==> config.mk <==
export PLATFORM = sky130hd
export DESIGN_NAME = vga_timing_gen
export DESIGN_NICKNAME = d
export VERILOG_FILES = /design/src/rtl/vga_timing_gen.sv
export SDC_FILE = /design/constraint.sdc
export NUM_CORES = 1
export LEC_CHECK = 0
export BUFFER_PORTS_ARGS = -buffer_cell sky130_fd_sc_hd__buf_2
export CAP_MARGIN = 20
export CORE_MARGIN = 2
export CORE_UTILIZATION = 40
export DETAILED_ROUTE_END_ITERATION = 12
export PLACE_DENSITY = 0.7
export SLEW_MARGIN = 10
export SYNTH_ARGS = -nofsm -noshare
export SYNTH_HDL_FRONTEND = slang
export SYNTH_SLANG_ARGS = --single-unit
==> constraint.sdc <==
create_clock -name CLOCK_50 -period 1.88 [get_ports CLOCK_50]
set_input_delay 0.094 -clock CLOCK_50 [delete_from_list [all_inputs] [get_ports CLOCK_50]]
set_output_delay 0.094 -clock CLOCK_50 [all_outputs]
set_load 0.01 [all_outputs]
==> src/rtl/vga_timing_gen.sv <==
// VGA raster timing: pixel-rate divider, h/v counters, source position
// requests, PIPE_LAT-aligned registered colour/sync/blank DAC outputs.
// Ports: CLOCK_50, reset (sync, active-low), red/green/blue_in ->
//   VGA_R/G/B, VGA_HS/VS, VGA_CLK, VGA_BLANK_N, VGA_SYNC_N,
//   next_x/next_y/next_valid, pix_ce, line_start, frame_start.
module vga_timing_gen #(
  parameter int H_ACTIVE = 640,
  parameter int H_FP     = 16,
  parameter int H_SYNC   = 96,
  parameter int H_BP     = 48,
  parameter int V_ACTIVE = 480,
  parameter int V_FP     = 10,
  parameter int V_SYNC   = 2,
  parameter int V_BP     = 33,
  parameter int CLK_DIV  = 2,
  parameter bit HS_POL   = 1'b0,
  parameter bit VS_POL   = 1'b0,
  parameter int PIPE_LAT = 1,
  parameter int COLOR_W  = 8,
  parameter int XW       = 10,
  parameter int YW       = 10
) (
  input  logic               CLOCK_50,
  input  logic               reset,
  input  logic [COLOR_W-1:0] red_in,
  input  logic [COLOR_W-1:0] green_in,
  input  logic [COLOR_W-1:0] blue_in,
  output logic [COLOR_W-1:0] VGA_R,
  output logic [COLOR_W-1:0] VGA_G,
  output logic [COLOR_W-1:0] VGA_B,
  output logic               VGA_HS,
  output logic               VGA_VS,
  output logic               VGA_CLK,
  output logic               VGA_BLANK_N,
  output logic               VGA_SYNC_N,
  output logic [XW-1:0]      next_x,
  output logic [YW-1:0]      next_y,
  output logic               next_valid,
  output logic               pix_ce,
  output logic               line_start,
  output logic               frame_start
);

  localparam int H_TOTAL = H_ACTIVE + H_FP + H_SYNC + H_BP;
  localparam int V_TOTAL = V_ACTIVE + V_FP + V_SYNC + V_BP;
  localparam int HW = $clog2(H_TOTAL + 1);
  localparam int VW = $clog2(V_TOTAL + 1);
  localparam int DW = $clog2(CLK_DIV);

  localparam logic [DW-1:0] D_LAST = DW'(CLK_DIV - 1);
  localparam logic [DW-1:0] D_HALF = DW'(CLK_DIV / 2);

  localparam logic [HW-1:0] H_LAST = HW'(H_TOTAL - 1);
  localparam logic [HW-1:0] H_ACT  = HW'(H_ACTIVE);
  localparam logic [HW-1:0] HS_BEG = HW'(H_ACTIVE + H_FP);
  localparam logic [HW-1:0] HS_END = HW'(H_ACTIVE + H_FP + H_SYNC);

  localparam logic [VW-1:0] V_LAST = VW'(V_TOTAL - 1);
  localparam logic [VW-1:0] V_ACT  = VW'(V_ACTIVE);
  localparam logic [VW-1:0] VS_BEG = VW'(V_ACTIVE + V_FP);
  localparam logic [VW-1:0] VS_END = VW'(V_ACTIVE + V_FP + V_SYNC);

  logic [DW-1:0] div_cnt;
  logic [DW-1:0] div_nxt;
  logic [HW-1:0] hc;
  logic [VW-1:0] vc;
  logic          act;
  logic          hs;
  logic          vs;
  logic          act_d;
  logic          hs_d;
  logic          vs_d;

  always_comb begin
    div_nxt = (div_cnt == D_LAST) ? '0 : div_cnt + DW'(1);
    pix_ce  = reset && (div_cnt == D_LAST);
    act = (hc < H_ACT) && (vc < V_ACT);
    hs  = (hc >= HS_BEG) && (hc < HS_END);
    vs  = (vc >= VS_BEG) && (vc < VS_END);
    next_x      = XW'(hc);
    next_y      = YW'(vc);
    next_valid  = act;
    line_start  = pix_ce && (hc == '0) && (vc < V_ACT);
    frame_start = pix_ce && (hc == '0) && (vc == '0);
  end

  assign VGA_SYNC_N = 1'b0;

  // VGA_CLK mirrors div_cnt's upper half, registered from the next
  // count so the pix_ce update edge is its falling edge.
  always_ff @(posedge CLOCK_50) begin
    if (!reset) begin
      div_cnt <= '0;
      VGA_CLK <= 1'b0;
      hc      <= '0;
      vc      <= '0;
    end else begin
      div_cnt <= div_nxt;
      VGA_CLK <= (div_nxt >= D_HALF);
      if (pix_ce) begin
        if (hc == H_LAST) begin
          hc <= '0;
          vc <= (vc == V_LAST) ? '0 : vc + VW'(1);
        end else begin
          hc <= hc + HW'(1);
        end
      end
    end
  end

  generate
    if (PIPE_LAT == 0) begin : g_nodly
      assign act_d = act;
      assign hs_d  = hs;
      assign vs_d  = vs;
    end else begin : g_dly
      logic [PIPE_LAT-1:0] act_sr;
      logic [PIPE_LAT-1:0] hs_sr;
      logic [PIPE_LAT-1:0] vs_sr;

      always_ff @(posedge CLOCK_50) begin
        if (!reset) begin
          act_sr <= '0;
          hs_sr  <= '0;
          vs_sr  <= '0;
        end else if (pix_ce) begin
          act_sr <= (act_sr << 1) | PIPE_LAT'(act);
          hs_sr  <= (hs_sr << 1) | PIPE_LAT'(hs);
          vs_sr  <= (vs_sr << 1) | PIPE_LAT'(vs);
        end
      end

      assign act_d = act_sr[PIPE_LAT-1];
      assign hs_d  = hs_sr[PIPE_LAT-1];
      assign vs_d  = vs_sr[PIPE_LAT-1];
    end
  endgenerate

  always_ff @(posedge CLOCK_50) begin
    if (!reset) begin
      VGA_R       <= '0;
      VGA_G       <= '0;
      VGA_B       <= '0;
      VGA_BLANK_N <= 1'b0;
      VGA_HS      <= ~HS_POL;
      VGA_VS      <= ~VS_POL;
    end else if (pix_ce) begin
      VGA_R       <= act_d ? red_in : '0;
      VGA_G       <= act_d ? green_in : '0;
      VGA_B       <= act_d ? blue_in : '0;
      VGA_BLANK_N <= act_d;
      VGA_HS      <= hs_d ? HS_POL : ~HS_POL;
      VGA_VS      <= vs_d ? VS_POL : ~VS_POL;
    end
  end

endmodule

# After elaboration in Yosys (flattened, before gate mapping)
# Cells that the tools add are included.
# op_classes
mux,8
reduce_logical,10
order_cmp,7
addsub,3
n_eq_ne,2
# ops
cell,count
8-bit 2-to-1 mux,3
10-bit by 1-bit adder with 10-bit output (second input constant),2
10-bit == test (second input constant),2
10-bit logical NOT,2
10-bit less-than comparator (second input constant),2
10-bit by 9-bit less-than comparator with 1-bit output (second input constant),2
10-bit 2-to-1 mux,2
10-bit >= comparator (second input constant),1
10-bit by 9-bit >= comparator with 1-bit output (second input constant),1
1-bit logical AND,7
1-bit 2-to-1 mux,3
2-bit AND reduction,1
1-bit adder (second input constant),1
1-bit >= comparator (second input constant),1
# word_totals
ff_bits,52
elab_cells,43
output_inout_bits,53

# Depth between registers and ports, before layout
# Gate-level depths: netlist of run 1.
# depth
word_depth,3
mapped_depth,6

# Worst setup path after synthesis of run 1
# No wires, ideal clock.
# synth_timing
kind,reg2reg
from,register hc[0] (netlist: next_x[0])
to,register vc[7] (netlist: next_y[7])
stages_incl_launch_ff,7
arrival_ns,1.769
setup_ns,0.138
n_path_buf,1
path_slack_ns,-0.027
required_time_ns,1.742
path_cell_list,dfxtp_1 -> ha_1 -> nand4bb_1 -> buf_6 -> or4_2 -> o21ai_0 -> a21oi_1
# synth_via
elab_chain_len,2
# synth_lines
item,line,rtl
from (decl),65,logic [HW-1:0] hc;
from (signal assigned),105,hc <= hc + HW'(1);
10-bit == test,101,if (hc == H_LAST) begin
2-bit AND reduction (no line),n/a,
to (signal assigned),103,vc <= (vc == V_LAST) ? '0 : vc + VW'(1);
to (decl),66,logic [VW-1:0] vc;
# Every way passes these cells.
# A chain may end at the register's enable or synchronous reset.

# Final worst setup path of run 1
# layout_timing
from,register hc[0] (netlist: next_x[0])
to,register vc[6] (netlist: next_y[6])
# Same word-level chain as after synthesis.

==> results of run 1 <==
repair_timing:
action	CTS	global route
pin swaps	1	2
buffers inserted	1	0
gates cloned	0	0
endpoints found under the hold margin	16	0
hold buffers	16	0
setup endpoints to repair	3	4
gates resized for setup	3	13
critical path, cell delays in order, from the launching register on:
cell and delay (ns):
dfxtp_2 0.35, ha_2 0.21, nand4bb_4 0.15, or4_4 0.56
or3_1 0.34, a21oi_2 0.13
cell usage in the layout (no fill, tap or decap), types with 3 or more instances in the layout:
cell type	n
a22o_1	25
and2_1	3
and3_1	3
buf_2	77
buf_4	16
clkbuf_8	5
dfxtp_1	48
dfxtp_2	3
dlygate4sd3_1	16
ha_1	3
inv_1	9
nand2_1	19
nand3_1	7
nand4_1	4
nor2_1	16
nor3_1	6
nor4_1	6
o21ai_0	7
o22ai_1	3
or3_1	4
xnor2_1	11
metrics by stage:
stage | std cells | hold slack, ns | area [µm²] | worst slack [ns] | utilization (%)
2_1_floorplan | 223 | 0.227 | 2130 | 0.0403 | -
3_3_place_gp | 374 | 0.309 | 2650 | 0.0608 | 51.9
3_5_place_dp | 374 | 0.318 | 2650 | -0.00213 | 51.9
4_1_cts | 398 | 0.000325 | 2950 | 0.0192 | 57.7
5_1_grt | 398 | 0.0102 | 2990 | -0.000605 | 58.5
6_report | 398 | 0.00922 | 2990 | 0.0831 | 58.5
logic make-up (layout without fill, tap and decap cells):
| logic type | count (synthesis) | count (layout) | share of synthesized area, % |
|---|---|---|---|
| simple gates | 83 | 83 | 21.3 |
| xor+xnor | 12 | 12 | 4.94 |
| compound gates | 47 | 47 | 16.7 |
| flops | 51 | 51 | 47.9 |
| fa+ha+maj | 5 | 5 | 2.94 |
| other cells | 1 | 1 | 0.176 |
| buf+inv | 24 | 129 | 5.93 |
layer usage:
| layer | part of all wire, % | vias up | track usage (%) | routed length [µm] |
|---|---|---|---|---|
| li1 | - | 1002 | - | - |
| met3 | 8.2 | 7 | 6.35 | 445 |
| met5 | 0 | - | 0 | 0 |
| met1 | 45 | 897 | 24.0 | 2420 |
| met2 | 46 | 85 | 30.5 | 2480 |
| met4 | 1.4 | 0 | 6.00 | 74 |
layout make-up:
cell class / count / area (µm²)
sequential: 51 / 1020
tap: 70 / 87.6
clock inverter: 1 / 30.0
inverter: 11 / 46.3
multi-input combinational: 148 / 1040
timing repair buffer: 111 / 688
fill: 451 / 2120
clock buffer: 6 / 72.6
state kept, by name (all words and copies together), names as in the netlist:
name and flops:
VGA_B 8, VGA_BLANK_N 1, VGA_CLK 1, VGA_G 8
VGA_HS 1, VGA_R 8, VGA_VS 1, act_d 1
g_dly.hs_sr 1, g_dly.vs_sr 1, next_x 10, next_y 10
power by group through the flow:
stage | registers, mW | logic (mW) | clock network [mW]
after CTS | 1.11 | 0.167 | 0.752
after global placement | 1.14 | 0.136 | 0
after floorplan | 1.15 | 0.0670 | 0
after global routing | 1.12 | 0.196 | 0.800
final | 1.11 | 0.179 | 0.738
after detailed placement | 1.14 | 0.139 | 0
worst max-delay path by stage:
stage	from	end	slack, ns	depth (start not counted)
3_5_place_dp	next_x[0]$_SDFFE_PN0P_	next_y[7]$_SDFFE_PN0P_	-0.002	5
3_3_place_gp	next_x[0]$_SDFFE_PN0P_	next_y[6]$_SDFFE_PN0P_	0.06	5
5_1_grt	VGA_CLK$_SDFF_PN0_	line_start	-0.0006	6
2_1_floorplan	next_x[0]$_SDFFE_PN0P_	next_y[7]$_SDFFE_PN0P_	0.04	6
4_1_cts	next_x[0]$_SDFFE_PN0P_	frame_start	0.02	7
6_report	next_x[0]$_SDFFE_PN0P_	next_y[6]$_SDFFE_PN0P_	0.08	5
==> run summary, run 1 <==
worst vdd ir: 0.357 mV
I/O Pins: 79
Max transition margin: 31.3%
placer's final routability congestion estimate: 0.849
Iter 0 DRT Violations: 143
share of cells above drive strength 1: 36.0%
hold_sp: blue_in[4]
post-route clock period utilization: 95.6%
GRT Util Overall: 19.0%
r2r endpoint: next_y[6]$_SDFFE_PN0P_
Area contributors post-synth: dfxtp_1, a22o_1, xnor2_1
DRC errors left: 0
CP endpoint kind: flip-flop
commonest register cell after synthesis: dfxtp_1
Routed Antenna Nets: 0
min-delay worst type: primary input to flip-flop
Mapped Area: 0.00213 mm²
Comb power frac: 8.8%
register area share after synthesis: 47.9%
Pleak: 1.34 nW
flop2flop setup slack: 0.08 ns
CP Launch Type: flip-flop
Total Wirelength: 5.42 mm
Internal Power: 1.59 mW
most common cell in the synthesized netlist: dfxtp_1
asr flop ratio synth: 0%
DIE WIDTH: 77.0 µm
NetSw: 444 µW
CP Data Required Time: 2.12 ns
ANT cells: 0
setup TNS: 0 ns
EDFF count, synth: 0
gr ovfl total: 0
hold path depth: 2
hpwl dp: 3.57 mm
first-pass GRT wire length: 9.13 mm
Via Count: 1,991
Flop pwr share: 54.8%
cell taking the most area after synthesis: dfxtp_1
Mapped Avg Cell Area: 9.55 µm²
FF-to-FF path depth: 5
Cell Pwr Density: 679 mW/mm²
Distinct cells, synth: 42
Cell Rows: 26
starting density of the core: 41.7%
crit path time final: 1.80 ns
post-synthesis cell count: 223
end of the worst hold path: VGA_B[4]$_SDFFE_PN0P_
Setup Skew: 0.0115 ns
Critical Path AT: 2.03 ns
CTS tree: yes
Peak Freq: 557 MHz
largest net degree at the start of global routing: 28
Final Setup Violations: 0
Port Buffer Count: 77
Yosys top cell area share: 47.9%
H-tree depth: 2
kind of critical path: flip-flop to flip-flop
vias in the first global route: 1,900
synth cell count leaders: dfxtp_1, a22o_1, nand2_1
worst-path fanout max: 7
clk root buf: clkbuf_8
Clock transition at path regs: 0.09 ns
Ys Warns: 0
Die Ht: 77.0 µm
Syn Nets: 254
Fin. Hold Viols: 0
Final Max Slew Viols: 0
die area: 0.00592 mm²
Sw Share: 21.9%
worst skew pair latency: 0.30 ns
max cap viols: 0
r2r startpoint: next_x[0]$_SDFFE_PN0P_
status: complete, no violations
Final Total Pwr: 2.03 mW
fin nets: 359
Core ar.: 0.00511 mm²
Worst-Margin Slew: 1.03 ns
antenna violations before repair: 0
clock tree buffer depth: 2
area grow syn2layout: 40.4%
Clock Sinks: 51
Via density: 5.00
Synth Register Bits: 51
TritonCTS buffer count: 5
clock group share of total power: 36.3%
TritonRoute pass-1 iters: 4
drt wl/cell: 13.6 µm
Note: power is estimated with default switching activity, not from simulation.
==> run 2: changes to the inputs <==
--- a/config.mk
+++ b/config.mk
@@ -11,6 +11,7 @@
 export CORE_UTILIZATION = 40
 export DETAILED_ROUTE_END_ITERATION = 12
 export PLACE_DENSITY = 0.7
+export RECOVER_POWER = 25
 export SLEW_MARGIN = 10
 export SYNTH_ARGS = -nofsm -noshare
 export SYNTH_HDL_FRONTEND = slang
==> run summary, run 2 (synthesis results as in run 1) <==
status: complete, no violations
Clock Sinks: 51
CP Data Required Time: 2.12 ns
Total Wirelength: 5.39 mm
post-route clock period utilization: 95.3%
Fin. Hold Viols: 0
largest net degree at the start of global routing: 28
Cell Rows: 26
r2r endpoint: next_y[6]$_SDFFE_PN0P_
first-pass GRT wire length: 9.13 mm
flop2flop setup slack: 0.09 ns
worst vdd ir: 0.356 mV
Final Setup Violations: 0
hold slack final: 0.0130 ns
Max transition margin: 31.6%
Final Instance Count excl. Fillers: 398
CP endpoint: next_y[6]$_SDFFE_PN0P_
Routed Antenna Nets: 0
Via Count: 2,025
crit path from: next_x[0]$_SDFFE_PN0P_
die area: 0.00592 mm²
share of cells above drive strength 1: 28.4%
placer's final routability congestion estimate: 0.849
setup TNS: 0 ns
fin nets: 359
number of fill cells: 473
GRT Util Overall: 19.0%
GR Util met3: 6.35%
register area: 0.00102 mm²
met1 usage: 24.0%
DIE WIDTH: 77.0 µm
area grow syn2layout: 38.9%
CP Launch Type: flip-flop
worst skew pair latency: 0.30 ns
placed cell areas: 0.00265 mm²
clk root buf: clkbuf_8
drt wl/cell: 13.5 µm
worst-path fanout max: 7
vias in the first global route: 1,900
starting density of the core: 41.7%
final non-filler cell area: 0.00296 mm²
Critical Path AT: 2.03 ns
crit path time final: 1.79 ns
Clock transition at path regs: 0.08 ns
H-tree depth: 2
most frequent cells in the layout: buf_2, dfxtp_1, clkbuf_1, a22o_1, nand2_1
antenna violations before repair: 0
Peak Freq: 558 MHz
clock tree buffer depth: 2
Pleak: 1.24 nW
grt peak-use layer: met2
ANT cells: 0
Core ar.: 0.00511 mm²
Worst-Margin Slew: 1.02 ns
r2r startpoint: next_x[0]$_SDFFE_PN0P_
setup ws final: 0.0891 ns
most common cell after layout, fill and taps aside: buf_2
kind of critical path: flip-flop to flip-flop
Die Ht: 77.0 µm
max cap viols: 0
pre-CTS WS: -0.00213 ns
Via density: 5.09
min-delay worst type: primary input to flip-flop
Port Buffer Count: 77
Cell Pwr Density: 681 mW/mm²
Iter 0 DRT Violations: 137
TritonCTS buffer count: 5
TritonRoute pass-1 iters: 5
multi-input logic area: 0.00104 mm²
Setup Skew: 0.00867 ns
DRC errors left: 0
gr ovfl total: 0
placed insts: 374
hpwl dp: 3.57 mm
CTS tree: yes
CP endpoint kind: flip-flop
Final Max Slew Viols: 0
I/O Pins: 79
FF-to-FF path depth: 5
met2 Use GR: 30.5%
-- run 2: final cells by class --
type                            count  share of cell area [%]
Clock inverter                      1                    1.02
Timing Repair Buffer              111                    22.2
Inverter                           11                    1.57
Clock buffer                        6                    2.45
Sequential cell                    51                    34.6
Tap cell                           70                    2.96
Multi-Input combinational cell    148                    35.2
-- run 2: report_power, final --
group	switching [mW]	internal [mW]	total (mW)
Sequential	0.0124	1.10	1.11
Clock	0.336	0.390	0.727
Combinational	0.0845	0.0912	0.176
-- run 2: worst min path at each step --
stage | slack (ns) | endpoint | start | cells after the start
3_5_place_dp | 0.32 | VGA_B[6]$_SDFFE_PN0P_ | blue_in[6] | 2
4_1_cts | 0.0003 | VGA_B[4]$_SDFFE_PN0P_ | blue_in[4] | 2
6_report | 0.01 | VGA_R[5]$_SDFFE_PN0P_ | red_in[5] | 2
2_1_floorplan | 0.23 | VGA_B[0]$_SDFFE_PN0P_ | blue_in[0] | 1
3_3_place_gp | 0.31 | VGA_R[7]$_SDFFE_PN0P_ | red_in[7] | 2
5_1_grt | 0.01 | VGA_R[5]$_SDFFE_PN0P_ | red_in[5] | 2
-- run 2: critical path, stage by stage (launching register included) --
cell       delay [ns]
dfxtp_2          0.35
ha_2             0.20
nand4bb_4        0.15
or4_4            0.55
or3_1            0.34
a21oi_2          0.13
-- run 2: what timing repair did --
item	4_1_cts	5_1_grt
pin swaps	1	2
resized for setup	3	13
endpoints found under the hold margin	16	0
buffers inserted	1	0
setup endpoints to repair	3	4
hold buffers	16	0
-- run 2: layer usage --
metal	vias up	routed length, µm
met5	-	0
met4	0	70
met3	7	485
met2	103	2510
met1	910	2320
li1	1005	-
-- run 2: through the flow --
| step | util (%) | total power, mW |
|---|---|---|
| after CTS | 57.7 | 2.03 |
| final | 57.9 | 2.01 |
| after global placement | 51.9 | 1.27 |
| after global routing | 57.9 | 2.11 |
| after floorplan | - | 1.21 |
| after detailed placement | 51.9 | 1.27 |
